===== src/rtl/instr_register_pkg.sv =====
// Shared types for the instruction register and its executor.
// Opcodes, operand/result widths, executor states and the divider step.
package instr_register_pkg;

    typedef enum logic [3:0] {
        ZERO  = 4'd0,
        PASSA = 4'd1,
        PASSB = 4'd2,
        ADD   = 4'd3,
        SUB   = 4'd4,
        MULT  = 4'd5,
        DIV   = 4'd6,
        MOD   = 4'd7
    } opcode_t;

    typedef logic signed [31:0] operand_t;
    typedef logic [4:0] address_t;
    typedef logic signed [64:0] result;

    typedef struct packed {
        opcode_t  opc;
        operand_t op_a;
        operand_t op_b;
    } instruction_t;

    typedef struct packed {
        result r;
        logic  err;
    } exec_result_t;

    typedef enum logic [2:0] {
        IDLE, FETCH, CAPT, EXEC, DIVW, WB, DONE
    } exec_state_t;

    localparam int DIV_CYCLES = 32;

    // One restoring step: returns {partial remainder, shifted quotient}.
    function automatic logic [64:0] div_step(
        input logic [32:0] rem,
        input logic [31:0] quo,
        input logic [31:0] dvs
    );
        logic [32:0] t;
        logic [31:0] nq;
        t  = {rem[31:0], quo[31]};
        nq = {quo[30:0], 1'b0};
        if (t >= {1'b0, dvs}) begin
            t     = t - {1'b0, dvs};
            nq[0] = 1'b1;
        end
        return {t, nq};
    endfunction

endpackage


===== src/rtl/instr_exec_unit_if.sv =====
// Command, register-read and result-write bundle of the executor.
// master = controller/register side, slave = executor.
interface instr_exec_unit_if;
    import instr_register_pkg::*;

    logic         cmd_valid;
    logic         cmd_ready;
    address_t     cmd_first_ptr;
    logic [5:0]   cmd_count;
    address_t     read_pointer;
    instruction_t instruction_word;
    logic         res_we;
    address_t     res_pointer;
    result        res_data;
    logic         res_err;
    logic         busy;
    logic         done;
    logic [5:0]   err_count;

    modport master (
        output cmd_valid, cmd_first_ptr, cmd_count, instruction_word,
        input  cmd_ready, read_pointer, res_we, res_pointer,
        input  res_data, res_err, busy, done, err_count
    );

    modport slave (
        input  cmd_valid, cmd_first_ptr, cmd_count, instruction_word,
        output cmd_ready, read_pointer, res_we, res_pointer,
        output res_data, res_err, busy, done, err_count
    );

endinterface


===== src/rtl/instr_div_seq.sv =====
// Sequential restoring signed divider, one quotient bit per cycle.
// The start edge already performs the first step, so done rises DIV_CYCLES cycles after start.
module instr_div_seq
    import instr_register_pkg::*;
(
    input  logic     clk,
    input  logic     reset_n,
    input  logic     start,
    input  operand_t dividend,
    input  operand_t divisor,
    output logic     done,
    output result    quotient,
    output result    remainder
);

    logic [31:0] mag_a;
    logic [31:0] mag_b;
    logic [31:0] quo;
    logic [31:0] dvs;
    logic [32:0] rem;
    logic [5:0]  cnt;
    logic        neg_q;
    logic        neg_r;
    result       qx;
    result       rx;

    assign mag_a = dividend[31] ? -dividend : dividend;
    assign mag_b = divisor[31] ? -divisor : divisor;

    always_ff @(posedge clk) begin
        if (!reset_n) begin
            quo   <= '0;
            rem   <= '0;
            dvs   <= '0;
            cnt   <= '0;
            neg_q <= 1'b0;
            neg_r <= 1'b0;
            done  <= 1'b0;
        end else if (start) begin
            {rem, quo} <= div_step(33'd0, mag_a, mag_b);
            dvs        <= mag_b;
            cnt        <= 6'(DIV_CYCLES - 1);
            neg_q      <= dividend[31] ^ divisor[31];
            neg_r      <= dividend[31];
            done       <= 1'b0;
        end else if (cnt != 6'd0) begin
            {rem, quo} <= div_step(rem, quo, dvs);
            cnt        <= cnt - 6'd1;
            done       <= (cnt == 6'd1);
        end
    end

    // Magnitudes up to 2^31 fit unsigned in 32 bits; signs applied at 65 bits.
    assign qx        = {33'd0, quo};
    assign rx        = {32'd0, rem};
    assign quotient  = neg_q ? -qx : qx;
    assign remainder = neg_r ? -rx : rx;

endmodule


===== src/rtl/instr_exec_unit.sv =====
// Walks a run of instruction-register slots, executes each and
// writes a 65-bit signed result plus error flag back per slot.
module instr_exec_unit
    import instr_register_pkg::*;
(
    input  logic               clk,
    input  logic               reset_n,
    instr_exec_unit_if.slave   bus
);

    exec_state_t  state;
    exec_state_t  state_n;
    address_t     ptr;
    address_t     res_ptr;
    logic [5:0]   remaining;
    logic [5:0]   err_cnt;
    instruction_t instr;
    exec_result_t ex;
    exec_result_t wb;
    logic         ex_div;
    logic         div_start;
    logic         div_done;
    result        div_q;
    result        div_r;
    result        a;
    result        b;

    instr_div_seq u_div (
        .clk       (clk),
        .reset_n   (reset_n),
        .start     (div_start),
        .dividend  (instr.op_a),
        .divisor   (instr.op_b),
        .done      (div_done),
        .quotient  (div_q),
        .remainder (div_r)
    );

    assign a = 65'(instr.op_a);
    assign b = 65'(instr.op_b);

    always_comb begin
        ex     = '0;
        ex_div = 1'b0;
        unique case (instr.opc)
            ZERO:    ex.r = '0;
            PASSA:   ex.r = a;
            PASSB:   ex.r = b;
            ADD:     ex.r = a + b;
            SUB:     ex.r = a - b;
            MULT:    ex.r = a * b;
            DIV,
            MOD: begin
                if (instr.op_b == '0) ex.err = 1'b1;
                else                  ex_div = 1'b1;
            end
            default: ex.err = 1'b1;
        endcase
    end

    always_ff @(posedge clk) begin
        if (!reset_n) state <= IDLE;
        else          state <= state_n;
    end

    always_comb begin
        state_n   = state;
        div_start = 1'b0;
        unique case (state)
            IDLE: begin
                if (bus.cmd_valid)
                    state_n = (bus.cmd_count == 6'd0) ? DONE : FETCH;
            end
            FETCH: state_n = CAPT;
            CAPT:  state_n = EXEC;
            EXEC: begin
                if (ex_div) begin
                    div_start = 1'b1;
                    state_n   = DIVW;
                end else begin
                    state_n = WB;
                end
            end
            DIVW: if (div_done) state_n = WB;
            WB:   state_n = (remaining == 6'd1) ? DONE : FETCH;
            DONE: state_n = IDLE;
            default: state_n = IDLE;
        endcase
    end

    always_ff @(posedge clk) begin
        if (!reset_n) begin
            ptr       <= '0;
            res_ptr   <= '0;
            remaining <= '0;
            err_cnt   <= '0;
            instr     <= '0;
            wb        <= '0;
        end else begin
            if (state == IDLE && bus.cmd_valid) begin
                ptr       <= bus.cmd_first_ptr;
                remaining <= bus.cmd_count;
                err_cnt   <= '0;
            end
            if (state == CAPT) instr <= bus.instruction_word;
            if (state == EXEC && !ex_div) wb <= ex;
            if (state == DIVW && div_done) begin
                wb.r   <= (instr.opc == MOD) ? div_r : div_q;
                wb.err <= 1'b0;
            end
            if (state_n == WB) res_ptr <= ptr;
            if (state == WB) begin
                ptr       <= ptr + 5'd1;
                remaining <= remaining - 6'd1;
                if (wb.err) err_cnt <= err_cnt + 6'd1;
            end
        end
    end

    assign bus.cmd_ready    = (state == IDLE);
    assign bus.busy         = (state != IDLE);
    assign bus.done         = (state == DONE);
    assign bus.res_we       = (state == WB);
    assign bus.read_pointer = ptr;
    assign bus.res_pointer  = res_ptr;
    assign bus.res_data     = wb.r;
    assign bus.res_err      = wb.err;
    assign bus.err_count    = err_cnt;

endmodule


===== src/flat_wrapper.sv =====
// flat-port wrapper written by rule: the top's interface ports become plain ports
module instr_exec_unit_flat import instr_register_pkg::*;
  (clk, reset_n, bus_cmd_valid, bus_cmd_first_ptr, bus_cmd_count, bus_instruction_word, bus_cmd_ready, bus_read_pointer, bus_res_we, bus_res_pointer, bus_res_data, bus_res_err, bus_busy, bus_done, bus_err_count);
  instr_exec_unit_if bus_i ();
  input  logic clk;
  input  logic reset_n;
  input wire logic [$bits(bus_i.cmd_valid)-1:0] bus_cmd_valid;
  input wire logic [$bits(bus_i.cmd_first_ptr)-1:0] bus_cmd_first_ptr;
  input wire logic [$bits(bus_i.cmd_count)-1:0] bus_cmd_count;
  input wire logic [$bits(bus_i.instruction_word)-1:0] bus_instruction_word;
  output wire logic [$bits(bus_i.cmd_ready)-1:0] bus_cmd_ready;
  output wire logic [$bits(bus_i.read_pointer)-1:0] bus_read_pointer;
  output wire logic [$bits(bus_i.res_we)-1:0] bus_res_we;
  output wire logic [$bits(bus_i.res_pointer)-1:0] bus_res_pointer;
  output wire logic [$bits(bus_i.res_data)-1:0] bus_res_data;
  output wire logic [$bits(bus_i.res_err)-1:0] bus_res_err;
  output wire logic [$bits(bus_i.busy)-1:0] bus_busy;
  output wire logic [$bits(bus_i.done)-1:0] bus_done;
  output wire logic [$bits(bus_i.err_count)-1:0] bus_err_count;
  assign bus_i.cmd_valid = bus_cmd_valid;
  assign bus_i.cmd_first_ptr = bus_cmd_first_ptr;
  assign bus_i.cmd_count = bus_cmd_count;
  assign bus_i.instruction_word = bus_instruction_word;
  assign bus_cmd_ready = bus_i.cmd_ready;
  assign bus_read_pointer = bus_i.read_pointer;
  assign bus_res_we = bus_i.res_we;
  assign bus_res_pointer = bus_i.res_pointer;
  assign bus_res_data = bus_i.res_data;
  assign bus_res_err = bus_i.res_err;
  assign bus_busy = bus_i.busy;
  assign bus_done = bus_i.done;
  assign bus_err_count = bus_i.err_count;
  instr_exec_unit u_core (.clk(clk), .reset_n(reset_n), .bus(bus_i));
endmodule

===== config.mk =====
export PLATFORM = sky130hd
export DESIGN_NAME = instr_exec_unit_flat
export DESIGN_NICKNAME = d
export VERILOG_FILES = /design/src/rtl/instr_register_pkg.sv /design/src/rtl/instr_exec_unit_if.sv /design/src/rtl/instr_div_seq.sv /design/src/rtl/instr_exec_unit.sv /design/src/flat_wrapper.sv
export SDC_FILE = /design/constraint.sdc
export NUM_CORES = 2
export LEC_CHECK = 0
export BUFFER_PORTS_ARGS = -buffer_cell sky130_fd_sc_hd__clkbuf_2
export CORE_MARGIN = 5
export CORE_UTILIZATION = 50
export CTS_CLUSTER_DIAMETER = 80
export DETAILED_ROUTE_END_ITERATION = 16
export GPL_TIMING_DRIVEN = 0
export HOLD_SLACK_MARGIN = 0.1
export PLACE_DENSITY = 0.7
export SLEW_MARGIN = 40
export SYNTH_ARGS = -nofsm -noshare
export SYNTH_HDL_FRONTEND = slang
export SYNTH_SLANG_ARGS = --single-unit

===== constraint.sdc =====
create_clock -name clk -period 8.35 [get_ports clk]
set_input_delay 1.67 -clock clk [delete_from_list [all_inputs] [get_ports clk]]
set_output_delay 1.67 -clock clk [all_outputs]
set_load 0.005 [all_outputs]

Word-level counts from Yosys, hierarchy flattened:

Index checks and enable logic that the tools add are counted.

* register bits after elaboration: 265
* input port bits: 82
* output and inout bits: 86
* word-level logic and storage cells: 105

* add/subtract/negate cells: 12
* $mul: 1
* $lt $le $gt $ge: 2
* eq/ne operators: 16
* muxes and demuxes: 37
* bitwise logic cells: 2
* reductions and logical operators: 17

Operators by type and width (number)
* 65-bit one-hot mux with 5 select lines: 1
* 65-bit two-way mux: 3
* 33-bit two-way mux: 4
* 66-bit two-way mux: 2
* 32-bit two-way mux: 4
* 32-bit negation with 65-bit output: 1
* 33-bit negation with 65-bit output: 1
* 32-bit by 32-bit multiplier with 64-bit output: 1
* 32-bit negation: 2
* 32-bit by 32-bit adder with 33-bit output: 1
* 33-bit by 32-bit greater-or-equal comparator with 1-bit output: 1
* 1-bit by 32-bit subtractor with 33-bit output: 1
* 32-bit by 32-bit subtractor with 33-bit output: 1
* 33-bit by 32-bit subtractor with 33-bit output: 1
* 1-bit by 32-bit greater-or-equal comparator with 1-bit output: 1
* 32-bit zero test: 1
* 6-bit two-way mux: 5
* 5-bit two-way mux: 4
* 3-bit one-hot mux with 6 select lines: 1
* 4-bit by 3-bit == test with 1-bit output, second input constant: 4
* 3-bit == test, second input constant: 4
* 6-bit by 1-bit == test with 1-bit output, second input constant: 2
* 3-bit two-way mux: 4
* 6-bit by 1-bit subtractor with 6-bit output, second input constant: 2
* 20 further kinds: 35

Depth between registers and ports, before layout:

* depth in word-level cells: 7
* mapped depth: 32
* gate-level depth less buffers: 28

Modules after synthesis:

A second synthesis with hierarchy kept.

* cell total of the unflattened synthesis: 6868
* area, all modules: 57565.2 um^2

By module, submodules not included
* instr_exec_unit: times used 1, cells an instance 5477, area an instance 47180.2 um^2, sequential area each 3183.1 um^2
* instr_div_seq: times used 1, cells an instance 1391, area an instance 10385.0 um^2, sequential area each 2122.0 um^2

Least setup slack after synthesis:

Ideal clock, no wire load.

* path type: register to register
* start: reg u_core.instr (netlist bit u_core.a[31])
* end: reg u_core.wb (netlist bit u_core.bus.res_data[63])
* library setup time: 134 ps
* data arrival time: 8460 ps
* required time: 8216 ps
* setup slack: -244 ps
* cell stages (with the launch flop): 30
* path buffers: 3
* clock period less this slack: 8594 ps
* cells stage by stage: dfxtp_1 > clkbuf_1 > clkbuf_1 > buf_1 > nand2_1 > inv_1 > fa_1 > inv_1 > fa_1 > inv_1 > fa_1 > fa_1 > inv_1 > fa_1 > inv_1 > fa_1 > fa_1 > fa_1 > ha_1 > a21o_1 > a21o_1 > a21o_1 > a31oi_1 > or3_1 > o211ai_1 > a31oi_1 > or3_1 > a21o_1 > a31oi_1 > o22ai_1

* longest elaborated chain between the ends: 4
* elaborated cells on any way between the ends: 6
* those cells by class: add/sub: 2; mul: 1; mux: 3

Ends and longest elaborated chain
* start: declaration: line instr_exec_unit.sv:17 `instruction_t instr;`
* start signal: assignment: line instr_exec_unit.sv:105 `if (state == CAPT) instr <= bus.instruction_word;`
* 32-bit by 32-bit multiplier with 64-bit output (tied with other cells): line instr_exec_unit.sv:51 `MULT: ex.r = a * b;`
* 65-bit one-hot mux with 5 select lines *: line instr_exec_unit.sv:45 `unique case (instr.opc)`
* 66-bit two-way mux *: line instr_exec_unit.sv:106 `if (state == EXEC && !ex_div) wb <= ex;`
* 66-bit two-way mux *: line instr_exec_unit.sv:107 `if (state == DIVW && div_done) begin`
* end: declaration: line instr_exec_unit.sv:19 `exec_result_t wb;`

Mark *: on every way between the ends. The rest lies on a longest branch, timed or not. The select of a mux whose other input is x is not followed.
A chain may end at the register's enable or synchronous reset.

Worst setup path after layout:

* start: reg u_core.instr (netlist bit u_core.b[4])
* end: reg u_core.wb (netlist bit u_core.bus.res_data[64])

* longest elaborated chain between the ends: 6
* elaborated cells on any way between the ends: 12
* those cells by class: add/sub: 2; mul: 1; mux: 5; reduce/logical: 4

Ends and longest elaborated chain
* parallel branches: the longest is 6 deep, another holds 32-bit by 32-bit multiplier with 64-bit output

Parallel ways; which one is timed is not known. The select of a mux whose other input is x is not followed.

==> metrics.txt <==
sequential-to-total area share from yosys stat 9.52%; Slew @ Worst Pin 1.01 ns; Crit path max-delay family adder cells; Routed WL 254 mm; crit end category flop; yosys warns 0; Mean Syn Cell Area 8.46 um^2; final hold vios 0; final cycle utilization of the critical path 103%; crit path max fanout 8; effective utilization at floorplan 50.3%; Hold WC Path Type flop to flop; multi-input gate area in the final layout 0.0454 mm^2; first-pass GRT wire length 363 mm; clock-pin slew on the worst setup and hold paths 0.06 ns; clk buf depth 3; Root Buffer clkbuf_16; clk_lat worst skew 0.59 ns; DRC viols 0; Post-DP HPWL 208 mm; drt first pass iters 8; share of layout cells above drive strength 1 11.0%; Rel. slew slack 31.7%; gr usage total 42.7%; gate count after technology mapping 6582; max cap viols 0; failing checks setup timing; kind of critical path flop to flop; Core ar. 0.111 mm^2; CTS Hold Bufs 0; Primary FF master, synth dfxtp_1; die area 0.118 mm^2; Final Non-Filler Cells 8365; clk sinks 265; Crit-path slowest cell fa_4; crit start category flop; critical path's largest stage delay 0.90 ns; register area 0.00535 mm^2; Die Height 344 um; ys async rst share 0%; port bufs 166; CTS tree done; Setup WS post-layout -0.215 ns; largest net degree at the start of global routing 27; status complete, but fails checks; WP buf/inv 4; min Tclk post-route 8.57 ns; die width 344 um; mapped cell area 0.0557 mm^2; Final Net Count 8294; H-tree depth 2; FF+latch count, synth 265; average wire per standard cell 30.3 um; Fill cells 10500; vias in the first global route 52400; io pins 168; total grt overflow 0; flop2flop setup slack -0.22 ns; Pwr Density 177 mW/mm^2; Syn Nets 8045; crit path DAT 8.98 ns; vias post-DR 51700; GP Congestion 1.02; Initial DRC Count 6214; # rows 122; Max Clk Rate 0.117 GHz; final slew viol count 0; Netlist cell types 88; vias per cell 6.18; Area growth, synth to finish 12.1%; RSZ-0062 raised after global routing true; hold slack 0.457 ns; initial antenna violation count 27; TritonCTS Buffers 34; Fin Clk Skew 0.0546 ns; Post-synth EDFFs 0; critical path data required time 8.76 ns; Max VDD drop 0.133 mV; Leak Pwr 29.3 nW; Placed Cells 8241; post-route ant nets 0; final setup fails 5
-- routing by layer --
metal	vias to the layer above	GRT usage, %	routed length, um
met5	-	0	23
met4	4	28.7	22200
met3	845	10.9	29400
met2	3373	64.0	109000
met1	26200	54.8	93600
li1	21300	-	-
-- report_power, final --
group	switching [W]	internal (W)	total [W]
Combinational	0.00522	0.00261	0.00783
Sequential	0.000264	0.00144	0.00170
Clock	0.000677	0.000854	0.00153
Total	0.00617	0.00490	0.0111
-- cells by family (layout without fill, tap and decap cells) --
| family | count (synthesis) | count (layout) | synth area share, % |
|---|---|---|---|
| xor+xnor | 225 | 225 | 3.54 |
| mux | 24 | 24 | 0.436 |
| flops | 265 | 265 | 9.52 |
| compound gates | 1106 | 1106 | 13.1 |
| other cells | 0 | 21 | 0 |
| fa+ha+maj | 1381 | 1381 | 45.6 |
| buf+inv | 1523 | 1797 | 10.3 |
| simple gates | 2058 | 2058 | 17.4 |
-- what timing repair did --
| item | CTS | global route |
|---|---|---|
| gates resized for setup | 567 | 196 |
| setup buffers | 33 | 23 |
| gates cloned | 0 | 1 |
| pin swaps | 42 | 61 |
| setup endpoints to repair | 52 | 28 |
-- cells in the final DEF, fill, tap and decap left out, drive strengths merged, types with 36 or more instances in the layout --
cell type / n
nand3: 65
xnor2: 161
a21o: 66
a311oi: 36
o21ai: 209
o31ai: 42
and2: 454
dfxtp: 265
clkbuf: 534
xor2: 64
or3: 39
a21oi: 347
fa: 1085
nor3: 57
ha: 296
inv: 1069
nand2: 867
nor2: 388
nand2b: 38
a211oi: 76
buf: 172
-- registers in the layout (all words and copies together) (netlist names) --
signal	count
u_core.bus.res_err	1
u_core.u_div.rem	33
u_core.bus.res_pointer	5
u_core.u_div.neg_q	1
u_core.u_div.done	1
u_core.instr	4
u_core.u_div.cnt	6
u_core.u_div.neg_r	1
u_core.remaining	6
u_core.u_div.quo	32
u_core.b	32
u_core.a	32
u_core.state	3
u_core.bus.err_count	6
u_core.u_div.dvs	32
u_core.bus.res_data	65
u_core.bus.read_pointer	5
-- cell type report --
| type | instances | area share [%] |
|---|---|---|
| Timing Repair Buffer | 228 | 2.17 |
| Buffer | 433 | 5.32 |
| Antenna cell | 21 | 0.0841 |
| Tap cell | 1488 | 2.98 |
| Clock inverter | 16 | 0.214 |
| Sequential cell | 265 | 8.56 |
| Inverter | 1075 | 6.54 |
| Multi-Input combinational cell | 4794 | 72.6 |
| Clock buffer | 45 | 1.54 |
-- synthesized netlist by cell type, drive strengths merged (57+ instances only) --
library cell  count  area [um^2]
a211oi           76          661
a21o             66          495
a21oi           347         1740
and2            454         2840
buf              60          268
clkbuf          388         1460
dfxtp           265         5310
fa             1085        21700
ha              296         3700
inv            1070         4020
nand2           867         3260
nand3            65          325
nor2            388         1460
nor3             57          290
o21ai           209         1050
xnor2           161         1410
xor2             64          561
-- path summary, 6_finish.rpt --
check                                          startpoint                   endpoint  cells after the start
worst min-delay path            u_core.bus.res_pointer[2]  u_core.bus.res_pointer[2]                      2
worst max-delay path                          u_core.b[4]    u_core.bus.res_data[64]                     25
worst min register to register  u_core.bus.res_pointer[2]  u_core.bus.res_pointer[2]                      2
worst max register to register                u_core.b[4]    u_core.bus.res_data[64]                     25
-- worst register-to-register path: stages, from the launching register on --
cell	delay, ns
dfxtp_4	0.37
clkbuf_16	0.19
clkinvlp_4	0.28
nor2_4	0.22
fa_2	0.49
fa_1	0.50
fa_4	0.90
buf_6	0.14
fa_2	0.51
buf_8	0.16
fa_1	0.45
fa_1	0.53
fa_2	0.51
fa_1	0.62
ha_2	0.21
a21o_1	0.15
a21o_1	0.14
a21o_1	0.15
a31oi_2	0.05
or3_1	0.35
o211ai_1	0.29
a31oi_2	0.23
or3_4	0.42
a21o_1	0.22
a31oi_4	0.22
o22ai_1	0.12
-- metrics by stage --
| step | total power, W | utilization (%) | setup slack (ns) | cell area [um^2] | setup TNS (ns) |
|---|---|---|---|---|---|
| after floorplan | 0.00605 | - | 0.0619 | 55700 | 0 |
| after global placement | 0.00865 | 52.8 | -4.05 | 58400 | -117.61 |
| after detailed placement | 0.00871 | 53.0 | -2.96 | 58600 | -75.11 |
| after CTS | 0.0106 | 55.9 | 0.000456 | 61800 | 0 |
| after global routing | 0.0115 | 56.4 | -0.318 | 62400 | -1.04 |
| final | 0.0111 | 56.5 | -0.215 | 62500 | -0.469 |
No activity file was read; power rests on OpenSTA's default activity.
